<file path="config.mk">
export PLATFORM = sky130hd
export DESIGN_NAME = multicycle_control
export DESIGN_NICKNAME = d
export VERILOG_FILES = /design/src/rtl/multicycle_control.sv
export SDC_FILE = /design/constraint.sdc
export NUM_CORES = 1
export LEC_CHECK = 0
export ABC_AREA = 0
export ABC_CLOCK_PERIOD_IN_PS = 2800
export CAP_MARGIN = 25
export CORE_UTILIZATION = 52
export CTS_BUF_LIST = sky130_fd_sc_hd__clkbuf_2 sky130_fd_sc_hd__clkbuf_4 sky130_fd_sc_hd__clkbuf_8
export DETAILED_ROUTE_END_ITERATION = 8
export GPL_ROUTABILITY_DRIVEN = 0
export PLACE_DENSITY = 0.9
export SLEW_MARGIN = 30
export SYNTH_ARGS = -nofsm -noshare
export SYNTH_HDL_FRONTEND = slang
export SYNTH_SLANG_ARGS = --single-unit
</file>
<file path="constraint.sdc">
create_clock -name clk -period 2.8 [get_ports clk]
set_clock_uncertainty 0.05 [all_clocks]
set_input_delay 0.84 -clock clk [delete_from_list [all_inputs] [get_ports clk]]
set_output_delay 0.84 -clock clk [all_outputs]
set_load 0.1 [all_outputs]
</file>
<file path="src/rtl/multicycle_control.sv">
// Multicycle main control FSM: fetch/decode/execute/mem/writeback sequencing with memory-ready wait and timeout fault.
// Optional illegal-opcode trap enabled by defining CTRL_ILLEGAL_TRAP_EN.
module multicycle_control #(
    parameter int MEM_TIMEOUT = 15,
    parameter int CNT_W       = 4
) (
    input  logic       clk,
    input  logic       rst_n,
    input  logic [5:0] op,
    input  logic       jr,
    input  logic       mem_ready,
    output logic       pc_write,
    output logic       pc_write_cond,
    output logic       i_or_d,
    output logic       mem_read,
    output logic       mem_write,
    output logic       ir_write,
    output logic       mem_to_reg,
    output logic       reg_dst,
    output logic       reg_write,
    output logic       alu_src_a,
    output logic [1:0] alu_src_b,
    output logic [1:0] alu_op,
    output logic [1:0] pc_source,
    output logic [3:0] state,
    output logic       fault,
    output logic       illegal_op
);

    typedef enum logic [3:0] {
        FETCH  = 4'd0,
        DECODE = 4'd1,
        MEMADR = 4'd2,
        MEMRD  = 4'd3,
        MEMWB  = 4'd4,
        MEMWR  = 4'd5,
        EXEC   = 4'd6,
        RWB    = 4'd7,
        BRANCH = 4'd8,
        JUMP   = 4'd9,
        IEXEC  = 4'd10,
        IWB    = 4'd11,
        JR     = 4'd12,
        FAULT  = 4'd15
    } state_t;

    localparam logic [5:0] OP_R    = 6'd0;
    localparam logic [5:0] OP_J    = 6'd2;
    localparam logic [5:0] OP_BEQ  = 6'd4;
    localparam logic [5:0] OP_ADDI = 6'd8;
    localparam logic [5:0] OP_ANDI = 6'd12;
    localparam logic [5:0] OP_LW   = 6'd35;
    localparam logic [5:0] OP_SW   = 6'd43;

    localparam logic [CNT_W-1:0] WAIT_LAST = CNT_W'(MEM_TIMEOUT - 1);

    state_t           state_q, state_d;
    logic [CNT_W-1:0] wait_cnt_q, wait_cnt_d;
    logic             mem_wait;
    logic             timeout_hit;
    logic [1:0]       imm_alu_op;

    // MEM_TIMEOUT of 0 disables the timeout entirely
    assign timeout_hit = (MEM_TIMEOUT != 0) && (wait_cnt_q == WAIT_LAST);
    assign mem_wait    = !mem_ready &&
                         ((state_q == FETCH) || (state_q == MEMRD) || (state_q == MEMWR));
    assign imm_alu_op  = (op == OP_ANDI) ? 2'b11 : 2'b00;

    always_ff @(posedge clk or negedge rst_n) begin
        if (!rst_n) begin
            state_q    <= FETCH;
            wait_cnt_q <= '0;
        end else begin
            state_q    <= state_d;
            wait_cnt_q <= wait_cnt_d;
        end
    end

`ifdef CTRL_ILLEGAL_TRAP_EN
    logic illegal_q;

    always_ff @(posedge clk or negedge rst_n) begin
        if (!rst_n)
            illegal_q <= 1'b0;
        else if (state_q == DECODE && state_d == FAULT)
            illegal_q <= 1'b1;
    end

    assign illegal_op = illegal_q;
`else
    assign illegal_op = 1'b0;
`endif

    assign state = state_q;
    assign fault = (state_q == FAULT);

    always_comb begin
        state_d       = state_q;
        pc_write      = 1'b0;
        pc_write_cond = 1'b0;
        i_or_d        = 1'b0;
        mem_read      = 1'b0;
        mem_write     = 1'b0;
        ir_write      = 1'b0;
        mem_to_reg    = 1'b0;
        reg_dst       = 1'b0;
        reg_write     = 1'b0;
        alu_src_a     = 1'b0;
        alu_src_b     = 2'b00;
        alu_op        = 2'b00;
        pc_source     = 2'b00;

        // Outputs stay quiet while reset is held, even though FETCH is the reset state
        if (rst_n) begin
            case (state_q)
                FETCH: begin
                    mem_read  = 1'b1;
                    alu_src_b = 2'b01;
                    ir_write  = mem_ready;
                    pc_write  = mem_ready;
                    if (mem_ready)        state_d = DECODE;
                    else if (timeout_hit) state_d = FAULT;
                end
                DECODE: begin
                    alu_src_b = 2'b11;
                    case (op)
                        OP_R:           state_d = EXEC;
                        OP_LW, OP_SW:   state_d = MEMADR;
                        OP_BEQ:         state_d = BRANCH;
                        OP_J:           state_d = JUMP;
                        OP_ADDI, OP_ANDI: state_d = IEXEC;
`ifdef CTRL_ILLEGAL_TRAP_EN
                        default:        state_d = FAULT;
`else
                        default:        state_d = FETCH;
`endif
                    endcase
                end
                MEMADR: begin
                    alu_src_a = 1'b1;
                    alu_src_b = 2'b10;
                    state_d   = (op == OP_SW) ? MEMWR : MEMRD;
                end
                MEMRD: begin
                    mem_read = 1'b1;
                    i_or_d   = 1'b1;
                    if (mem_ready)        state_d = MEMWB;
                    else if (timeout_hit) state_d = FAULT;
                end
                MEMWB: begin
                    reg_write  = 1'b1;
                    mem_to_reg = 1'b1;
                    state_d    = FETCH;
                end
                MEMWR: begin
                    mem_write = 1'b1;
                    i_or_d    = 1'b1;
                    if (mem_ready)        state_d = FETCH;
                    else if (timeout_hit) state_d = FAULT;
                end
                EXEC: begin
                    alu_src_a = 1'b1;
                    alu_op    = 2'b10;
                    state_d   = jr ? JR : RWB;
                end
                RWB: begin
                    reg_write = 1'b1;
                    reg_dst   = 1'b1;
                    state_d   = FETCH;
                end
                BRANCH: begin
                    alu_src_a     = 1'b1;
                    alu_op        = 2'b01;
                    pc_write_cond = 1'b1;
                    pc_source     = 2'b01;
                    state_d       = FETCH;
                end
                JUMP: begin
                    pc_write  = 1'b1;
                    pc_source = 2'b10;
                    state_d   = FETCH;
                end
                IEXEC: begin
                    alu_src_a = 1'b1;
                    alu_src_b = 2'b10;
                    alu_op    = imm_alu_op;
                    state_d   = IWB;
                end
                IWB: begin
                    reg_write = 1'b1;
                    alu_op    = imm_alu_op;
                    state_d   = FETCH;
                end
                JR: begin
                    pc_write  = 1'b1;
                    pc_source = 2'b11;
                    state_d   = FETCH;
                end
                FAULT:   state_d = FAULT;
                default: state_d = FETCH;
            endcase
        end

        // Counter measures consecutive misses within one memory state only
        if (state_d != state_q)
            wait_cnt_d = '0;
        else if (mem_wait)
            wait_cnt_d = wait_cnt_q + CNT_W'(1);
        else
            wait_cnt_d = wait_cnt_q;
    end

endmodule

</file>
==> load_flow_metrics.sql, run 1 <==
INSERT INTO impl_metrics (metric_group, metric, value, unit) VALUES
('outcome', 'status', 'aborted with a tool error', ''),
('yosys', 'yosysUniqueCellTypes', '45', ''),
('die', 'die_w', '46.7', 'um'),
('die', 'dieHeight', '46.7', 'um'),
('yosys', 'synthesis.nets', '157', ''),
('outcome', 'halt_point_of_the_flow', 'detailed placement (3_5_place_dp)', ''),
('die', 'io-pin-count', '32', ''),
('yosys', 'synth_area', '1040', 'um2'),
('placed_design', 'buffer_ports.inserted', '30', ''),
('yosys', 'synth_top_family_by_area', 'simple AND/OR/NAND/NOR gates', ''),
('yosys', 'xor_xnor_cell_area_share_of_the_yosys_netlist', '5.06', '%'),
('placed_design', 'hpwl', '4120', 'um'),
('die', 'initial_standard_cell_utilization_of_the_core', '57.6', '%'),
('yosys', 'muxShareOfSynthArea', '1.08', '%'),
('yosys', 'fraction_of_synthesis_flops_using_an_asynchronous_set_or_reset_pin', '100', '%'),
('yosys', 'postSynthAreaPerCell', '7.16', 'um2'),
('yosys', 'synth_sequential_area_ratio', '19.3', '%'),
('outcome', 'error', '[ERROR DPL-0033] detailed placement checks failed during check placement.', ''),
('yosys', 'synth-compound-area-share', '24.7', '%'),
('die', 'fp-row-count', '15', ''),
('yosys', 'post_synthesis_register_bit_count', '8', ''),
('yosys', 'synth_edf_count', '0', ''),
('yosys', 'synth-adder-area-share', '2.41', '%'),
('yosys', 'synth_flop_cell', 'dfrtp_1', ''),
('yosys', 'ys_warn_count', '0', ''),
('yosys', 'synth-simple-area-share', '38.6', '%'),
('yosys', 'syn_inst', '145', '');
## stage by stage
stage          std cells  TNS, ns  setup WS [ns]  hold slack [ns]  instance area (um2)
3_3_place_gp         213    -3.03         -0.440            0.489                 1800
2_1_floorplan        145    -1.79         -0.453            0.474                 1230
## cell usage after synthesis, types with 3 or more instances
library cell	instances	area (um2)
nor3_1	10	50.1
nor2_1	17	63.8
o22ai_1	4	25.0
nand3_1	5	25.0
o21ai_1	3	15.0
and3_1	4	25.0
a21oi_1	10	50.1
nand2b_1	5	31.3
xnor2_1	4	35.0
inv_1	7	26.3
dfrtp_1	8	200
nor3b_1	3	22.5
buf_2	5	25.0
nand2_1	11	41.3
a31oi_1	4	25.0
nor2b_1	4	25.0
o21ai_0	4	20.0
## cells by family after synthesis
logic type,count (synthesis)
xor+xnor,6
simple gates,73
buf+inv,16
other cells,1
flops,8
fa+ha+maj,2
compound gates,38
mux,1
==> inputs of run 2 (changes only) <==
CORE_AREA = 2 2 63 65   (was not set)
CORE_UTILIZATION = not set   (was 52)
CTS_BUF_LIST = not set   (was sky130_fd_sc_hd__clkbuf_2 sky130_fd_sc_hd__clkbuf_4 sky130_fd_sc_hd__clkbuf_8)
DIE_AREA = 0 0 65 67   (was not set)
PLACE_DENSITY = not set   (was 0.9)
PLACE_DENSITY_LB_ADDON = 0.15   (was not set)
==> run 2 against run 1 <==
Compared with the run above: the flow now finishes without violations; synthesized area did not move; synthesized cell count stayed put.
==> load_flow_metrics.sql, run 2 <==
INSERT INTO impl_metrics (metric_group, metric, value, unit) VALUES
('placed_design', 'area_of_placed_instances', '1860', 'um2'),
('pwr', 'power.ir.vdd_worst', '0.475', 'mV'),
('yosys', 'ys_warn_count', '0', ''),
('critical_path', 'crit_reg_reg_endpoint', 'wait_cnt_q[0]', ''),
('clocking', 'clk_root_buffer_cell', 'clkbuf_8', ''),
('finish', 'area.growth.synth_to_final', '88.4', '%'),
('finish', 'design_area', '1960', 'um2'),
('global_routing', 'gr-total-overflow', '0', ''),
('yosys', 'post_synthesis_register_bit_count', '8', ''),
('clocking', 'clock-sinks', '8', ''),
('critical_path', 'critical-path-max-stage-delay', '0.32', 'ns'),
('route', 'via_cell_ratio', '5.26', ''),
('outcome', 'status', 'finished, final reports clean', ''),
('clocking', 'max-clock-path-buffers', '2', ''),
('yosys', 'count_leader_synth', 'nor2_1', ''),
('placed_design', 'dp_cells', '240', ''),
('yosys', 'post_synth_main_area_contributors', 'dfrtp_1 19%, nor2_1 6.1%, a21oi_1 4.8%', ''),
('die', 'die_area', '4360', 'um2'),
('yosys', 'synthTopCellsByCount', '17 x nor2_1, 11 x nand2_1, 10 x a21oi_1, 10 x nor3_1, 8 x dfrtp_1', ''),
('placed_design', 'place_worst_setup_slack', '-0.506', 'ns'),
('finish', 'drive_above_1_share', '46.5', '%'),
('critical_path', 'timing.critical_path.max_delay_family', 'buffers and inverters', ''),
('yosys', 'fraction_of_synthesis_flops_using_an_asynchronous_set_or_reset_pin', '100', '%'),
('die', 'die_w', '65', 'um'),
('placed_design', 'hpwl', '2850', 'um'),
('yosys', 'synth_top_area_share', '19.3', '%'),
('timing', 'setup_violations_final', '0', ''),
('global_routing', 'grt_util_all_layers', '18.6', '%'),
('finish', 'layout.cells.most_common', 'buf_4', ''),
('finish', 'finish.net_count', '211', ''),
('die', 'fp.coreArea', '3610', 'um2'),
('critical_path', 'worstSetupStartpointType', 'input port', ''),
('critical_path', 'timing.critical_path.depth', '5', ''),
('critical_path', 'critical_path.slowest_cell', 'mux2_4', ''),
('global_routing', 'grt_antenna_before_repair', '0', ''),
('route', 'dr.pass1.iters', '4', ''),
('timing', 'hold_viol', '0', ''),
('yosys', 'synth_sequential_area_ratio', '19.3', '%'),
('route', 'route.vias.total', '1294', ''),
('route', 'routed_wl', '3670', 'um'),
('timing', 'post-route-min-period', '2.79', 'ns'),
('global_routing', 'grt_start_max_net_pins', '25', ''),
('global_routing', 'vias_in_the_first_global_route', '1277', ''),
('clocking', 'clock_insertion_delay_worst_skew', '0.23', 'ns'),
('timing', 'finalWorstSetupSlack', '0.00756', 'ns'),
('route', 'drtIter0Drc', '75', ''),
('clocking', 'cts_tree', 'built', ''),
('finish', 'antenna_cells_inserted', '0', ''),
('yosys', 'postSynthAreaPerCell', '7.16', 'um2'),
('timing', 'fin_crit_sh', '99.7', '%'),
('critical_path', 'reg2reg_slack', '0.67', 'ns'),
('timing', 'slew_viol_final', '0', ''),
('pwr', 'leakage', '0.813', 'nW'),
('finish', 'filler_cell_count', '352', ''),
('finish', 'final-instance-count-excl-fill', '246', ''),
('pwr', 'power_density', '861', 'nW/um2'),
('finish', 'footprint_of_the_multi_input_gates', '942', 'um2'),
('critical_path', 'r2r_cells', '7', ''),
('yosys', 'synth_area', '1040', 'um2'),
('worst_hold_path', 'worstHoldStart', 'wait_cnt_q[3]', ''),
('yosys', 'yosysUniqueCellTypes', '45', ''),
('critical_path', 'critical_path.cell_chain', 'dlygate4sd2_1, nand4b_1, mux2_4, nor3_4, buf_12', ''),
('global_routing', 'global_route_wire_length_before_repair', '6160', 'um'),
('finish', 'final_cell_mix', '31 x buf_4, 17 x buf_12, 10 x a21oi_1, 10 x nor2_1, 9 x nand2_1', ''),
('worst_hold_path', 'min_path_type', 'flop to flop', ''),
('yosys', 'syn_inst', '145', ''),
('critical_path', 'regToRegStartpoint', 'state[0]', ''),
('die', 'fp-row-count', '22', ''),
('critical_path', 'worst_ep_arrival_time', '1.90', 'ns'),
('route', 'drc', '0', ''),
('critical_path', 'timing.critical_path.to_type', 'output port', ''),
('timing', 'rsz0062_at_grt', 'yes', ''),
('route', 'ant_nets', '0', ''),
('critical_path', 'crit_buf_inv', '2', ''),
('yosys', 'synth_flop_cell', 'dfrtp_1', ''),
('die', 'initial_standard_cell_utilization_of_the_core', '28.8', '%'),
('clocking', 'cts-buffers-inserted', '3', ''),
('yosys', 'synth_edf_count', '0', ''),
('worst_hold_path', 'worstHoldEndpoint', 'wait_cnt_q[3]', ''),
('worst_hold_path', 'cells_on_worst_hold_path', '2', ''),
('timing', 'clock.fmax', '358', 'MHz'),
('clocking', 'htree_num_levels', '1', ''),
('clocking', 'clkTransAtPathRegs', '0.04', 'ns'),
('critical_path', 'worstPathRequired', '1.91', 'ns'),
('route', 'wl_per_cell', '14.9', 'um'),
('yosys', 'synth.largest_area_cell', 'dfrtp_1', ''),
('placed_design', 'buffer_ports.inserted', '30', ''),
('finish', 'regArea', '215', 'um2'),
('critical_path', 'worstPathMaxFanout', '2', ''),
('run', 'maxCapViolations', '0', ''),
('critical_path', 'worst-setup-path-type', 'input port to output port', ''),
('yosys', 'synthesis.nets', '157', ''),
('die', 'dieHeight', '67', 'um'),
('die', 'io-pin-count', '32', '');
-- run 2: cell counts after synthesis --
Identical to the previous run, type by type.
-- run 2: layout make-up --
class | instances | area share (%)
Inverter | 7 | 1.34
Sequential cell | 8 | 11.0
Clock buffer | 4 | 2.30
Tap cell | 48 | 3.07
Multi-Input combinational cell | 121 | 48.1
Timing Repair Buffer | 58 | 34.1
-- run 2: kinds of logic after synthesis --
logic type / count (synthesis) / synth area share [%]
flip-flops: 8 / 19.3
adder cells (fa/ha/maj): 2 / 2.41
AO/OA/AOI/OAI: 38 / 24.7
other: 1 / 0.361
buffers and inverters: 16 / 8.55
multiplexers: 1 / 1.08
XOR/XNOR: 6 / 5.06
AND/OR/NAND/NOR: 73 / 38.6
-- run 2: worst max path at each step --
stage	start	endpoint	slack, ns
2_1_floorplan	state[2]	pc_write	-0.45
3_3_place_gp	op[3]	alu_op[0]	-0.47
3_5_place_dp	op[3]	alu_op[0]	-0.51
4_1_cts	op[5]	alu_op[0]	0.007
5_1_grt	op[1]	alu_op[0]	-0.03
6_report	op[2]	alu_op[0]	0.008
-- run 2: repair_timing --
action,CTS,global route
resized for setup,34,7
setup buffers,2,0
pin swaps,4,2
setup endpoints to repair,15,3
hold buffers,0,0
-- run 2: per-stage QoR --
step	hold WS (ns)	total power, mW	utilization (%)	TNS (ns)
finish	0.530	1.68	54.3	0
global route	0.566	1.79	54.3	-0.0336
CTS	0.528	1.69	53.6	0
detailed placement	0.519	1.51	51.5	-3.42
global placement	0.497	1.50	51.5	-2.96
floorplan	0.474	1.17	-	-1.79
-- run 2: worst register-to-register path: cells and delay by family, from the launching register on --
kind | cells | cell delay, ns
and+or+nand+nor | 3 | 0.89
AOI/OAI and AO/OA | 3 | 0.34
buffers and inverters | 1 | 0.16
DFF | 1 | 0.60
-- run 2: power by group --
group | switching [mW] | leakage, nW | total (mW) | internal [mW]
clock network | 0.0490 | 0.0228 | 0.148 | 0.0989
logic | 0.771 | 0.689 | 1.23 | 0.464
registers | 0.147 | 0.101 | 0.302 | 0.155
-- run 2: metal layers --
layer	part of all wire [%]	global-route usage [%]	vias to the layer above
met1	41	22.2	617
met2	53	34.0	38
met5	0	0	-
met4	1.4	6.38	0
met3	4.7	2.36	5
li1	-	-	634
Note: power is estimated with default switching activity, not from simulation.
==> inputs of run 3 (changes only) <==
SKIP_CTS_REPAIR_TIMING = 1   (was not set)
==> run 3 against run 2 <==
Compared with the run above: largest cell class unchanged; the flow now finishes with violations (setup timing); first-iteration DRC count up 17%; total power about the same; non-clock buffer count up 3; register-to-register slack about the same; hold slack worse by 0.0051 ns; fmax down 0.63%; clock-buffer cell count unchanged.
==> load_flow_metrics.sql, run 3 (synthesis results as in run 2) <==
INSERT INTO impl_metrics (metric_group, metric, value, unit) VALUES
('global_routing', 'grt_start_max_net_pins', '25', ''),
('die', 'fp-row-count', '22', ''),
('global_routing', 'grt_antenna_before_repair', '0', ''),
('finish', 'drive_above_1_share', '46.3', '%'),
('route', 'via_cell_ratio', '5.22', ''),
('timing', 'post-route-min-period', '2.81', 'ns'),
('clocking', 'clkTransAtPathRegs', '0.04', 'ns'),
('critical_path', 'worstSetupStartpointType', 'input port', ''),
('die', 'die_area', '4360', 'um2'),
('critical_path', 'timing.critical_path.to_type', 'output port', ''),
('finish', 'design_area', '1970', 'um2'),
('clocking', 'htree_num_levels', '1', ''),
('timing', 'slew_viol_final', '0', ''),
('clocking', 'clk_root_buffer_cell', 'clkbuf_8', ''),
('placed_design', 'area_of_placed_instances', '1860', 'um2'),
('pwr', 'sequentialPowerShare', '17.8', '%'),
('die', 'fp.coreArea', '3610', 'um2'),
('pwr', 'p_int', '0.719', 'mW'),
('pwr', 'leakage', '0.848', 'nW'),
('die', 'dieHeight', '67', 'um'),
('critical_path', 'worst_ep_arrival_time', '1.92', 'ns'),
('clocking', 'clock-sinks', '8', ''),
('finish', 'layout.cells.most_common', 'buf_4', ''),
('route', 'route.vias.total', '1301', ''),
('critical_path', 'worst-setup-path-type', 'input port to output port', ''),
('route', 'dr.pass1.iters', '4', ''),
('outcome', 'violations_in_the_final_reports', 'setup timing', ''),
('route', 'met3WireLength', '138', 'um'),
('global_routing', 'global_route_wire_length_before_repair', '6000', 'um'),
('timing', 'whs', '0.525', 'ns'),
('die', 'io-pin-count', '32', ''),
('route', 'routed_wl', '3740', 'um'),
('run', 'maxCapViolations', '0', ''),
('finish', 'final_cell_mix', '34 x buf_4, 17 x buf_12, 10 x a21oi_1, 10 x nor2_1, 9 x nand2_1', ''),
('route', 'wl_per_cell', '15.0', 'um'),
('critical_path', 'worstPathMaxFanout', '2', ''),
('placed_design', 'hpwl', '2850', 'um'),
('global_routing', 'vias_in_the_first_global_route', '1252', ''),
('finish', 'area.growth.synth_to_final', '89.9', '%'),
('clocking', 'cts-buffers-inserted', '3', ''),
('pwr', 'power_density', '854', 'nW/um2'),
('pwr', 'switching_power_summed_over_all_nets', '0.966', 'mW'),
('finish', 'finish.net_count', '214', ''),
('timing', 'setup_violations_final', '1', ''),
('pwr', 'share_comb_of_total_power', '73.4', '%'),
('timing', 'finalWorstSetupSlack', '-0.0100', 'ns'),
('die', 'die_w', '65', 'um'),
('timing', 'fin_crit_sh', '100', '%'),
('finish', 'antenna_cells_inserted', '0', ''),
('clocking', 'max-clock-path-buffers', '2', ''),
('route', 'drtIter0Drc', '88', ''),
('critical_path', 'worstPathRequired', '1.91', 'ns'),
('clocking', 'clock_insertion_delay_worst_skew', '0.23', 'ns'),
('route', 'wirelength_met1', '1530', 'um'),
('clocking', 'cts_tree', 'built', ''),
('placed_design', 'buffer_ports.inserted', '30', ''),
('route', 'drc', '0', ''),
('outcome', 'status', 'complete, but fails checks', ''),
('timing', 'rsz0062_at_grt', 'yes', ''),
('global_routing', 'gr-total-overflow', '0', ''),
('route', 'ant_nets', '0', ''),
('pwr', 'pwr-share-clk', '8.8', '%'),
('timing', 'hold_viol', '0', ''),
('route', 'met2_wire_length', '2010', 'um'),
('worst_hold_path', 'min_path_type', 'flop to flop', ''),
('timing', 'clock.fmax', '356', 'MHz'),
('pwr', 'power.ir.vdd_worst', '0.475', 'mV'),
('die', 'initial_standard_cell_utilization_of_the_core', '28.8', '%'),
('pwr', 'power.switching_fraction', '57.3', '%'),
('global_routing', 'grt_util_all_layers', '18.1', '%'),
('route', 'top_signal_layer_used', 'met4', '');
==> run 3: metrics by stage <==
step                setup slack, ns  setup TNS, ns  utilization, %  total power, mW  std cells
global route                -0.0372        -0.0384            54.7             1.79        249
floorplan                    -0.453          -1.79               -             1.17        145
finish                      -0.0100        -0.0100            54.7             1.68        249
global placement             -0.467          -2.96            51.5             1.50        240
CTS                          -0.518          -3.29            52.7             1.67        244
detailed placement           -0.506          -3.42            51.5             1.51        240
==> run 3: final timing paths <==
check                      depth (start not counted)            end  slack [ns]     startpoint
hold reg to reg                                    2  wait_cnt_q[3]        0.53  wait_cnt_q[3]
max in group asynchronous                          6       state[2]        1.60          rst_n
min in group asynchronous                          4  wait_cnt_q[0]        0.71          rst_n
setup reg to reg                                   7  wait_cnt_q[0]        0.66       state[0]
hold / removal                                     2  wait_cnt_q[3]        0.53  wait_cnt_q[3]
setup / recovery                                   6      alu_op[0]       -0.01          op[1]
==> run 3: layer usage <==
metal	vias to the layer above	GRT usage, %
met5	-	0
met4	0	7.71
met2	29	32.2
met1	631	22.3
met3	5	1.69
li1	636	-
==> run 3: power by group through the flow <==
stage	clock network, mW	registers [mW]	logic, mW
after CTS	0.153	0.297	1.22
after floorplan	0	0.310	0.856
after global placement	0	0.295	1.20
after detailed placement	0	0.299	1.22
after global routing	0.162	0.314	1.31
final	0.148	0.300	1.24
==> run 3: cell type report <==
| class | instances | area [um2] |
|---|---|---|
| fillers | 347 | 1630 |
| multi-input cells | 121 | 932 |
| repair buffers | 61 | 693 |
| flip-flops and latches | 8 | 215 |
| well taps | 48 | 60.1 |
| clock buffers | 4 | 45.0 |
| inverters | 7 | 26.3 |
==> run 3: worst max-delay path: stages <==
cell      delay, ns
clkbuf_2       0.11
nor2b_4        0.12
nand4b_1       0.18
mux2_4         0.32
nor3_4         0.15
buf_12         0.20
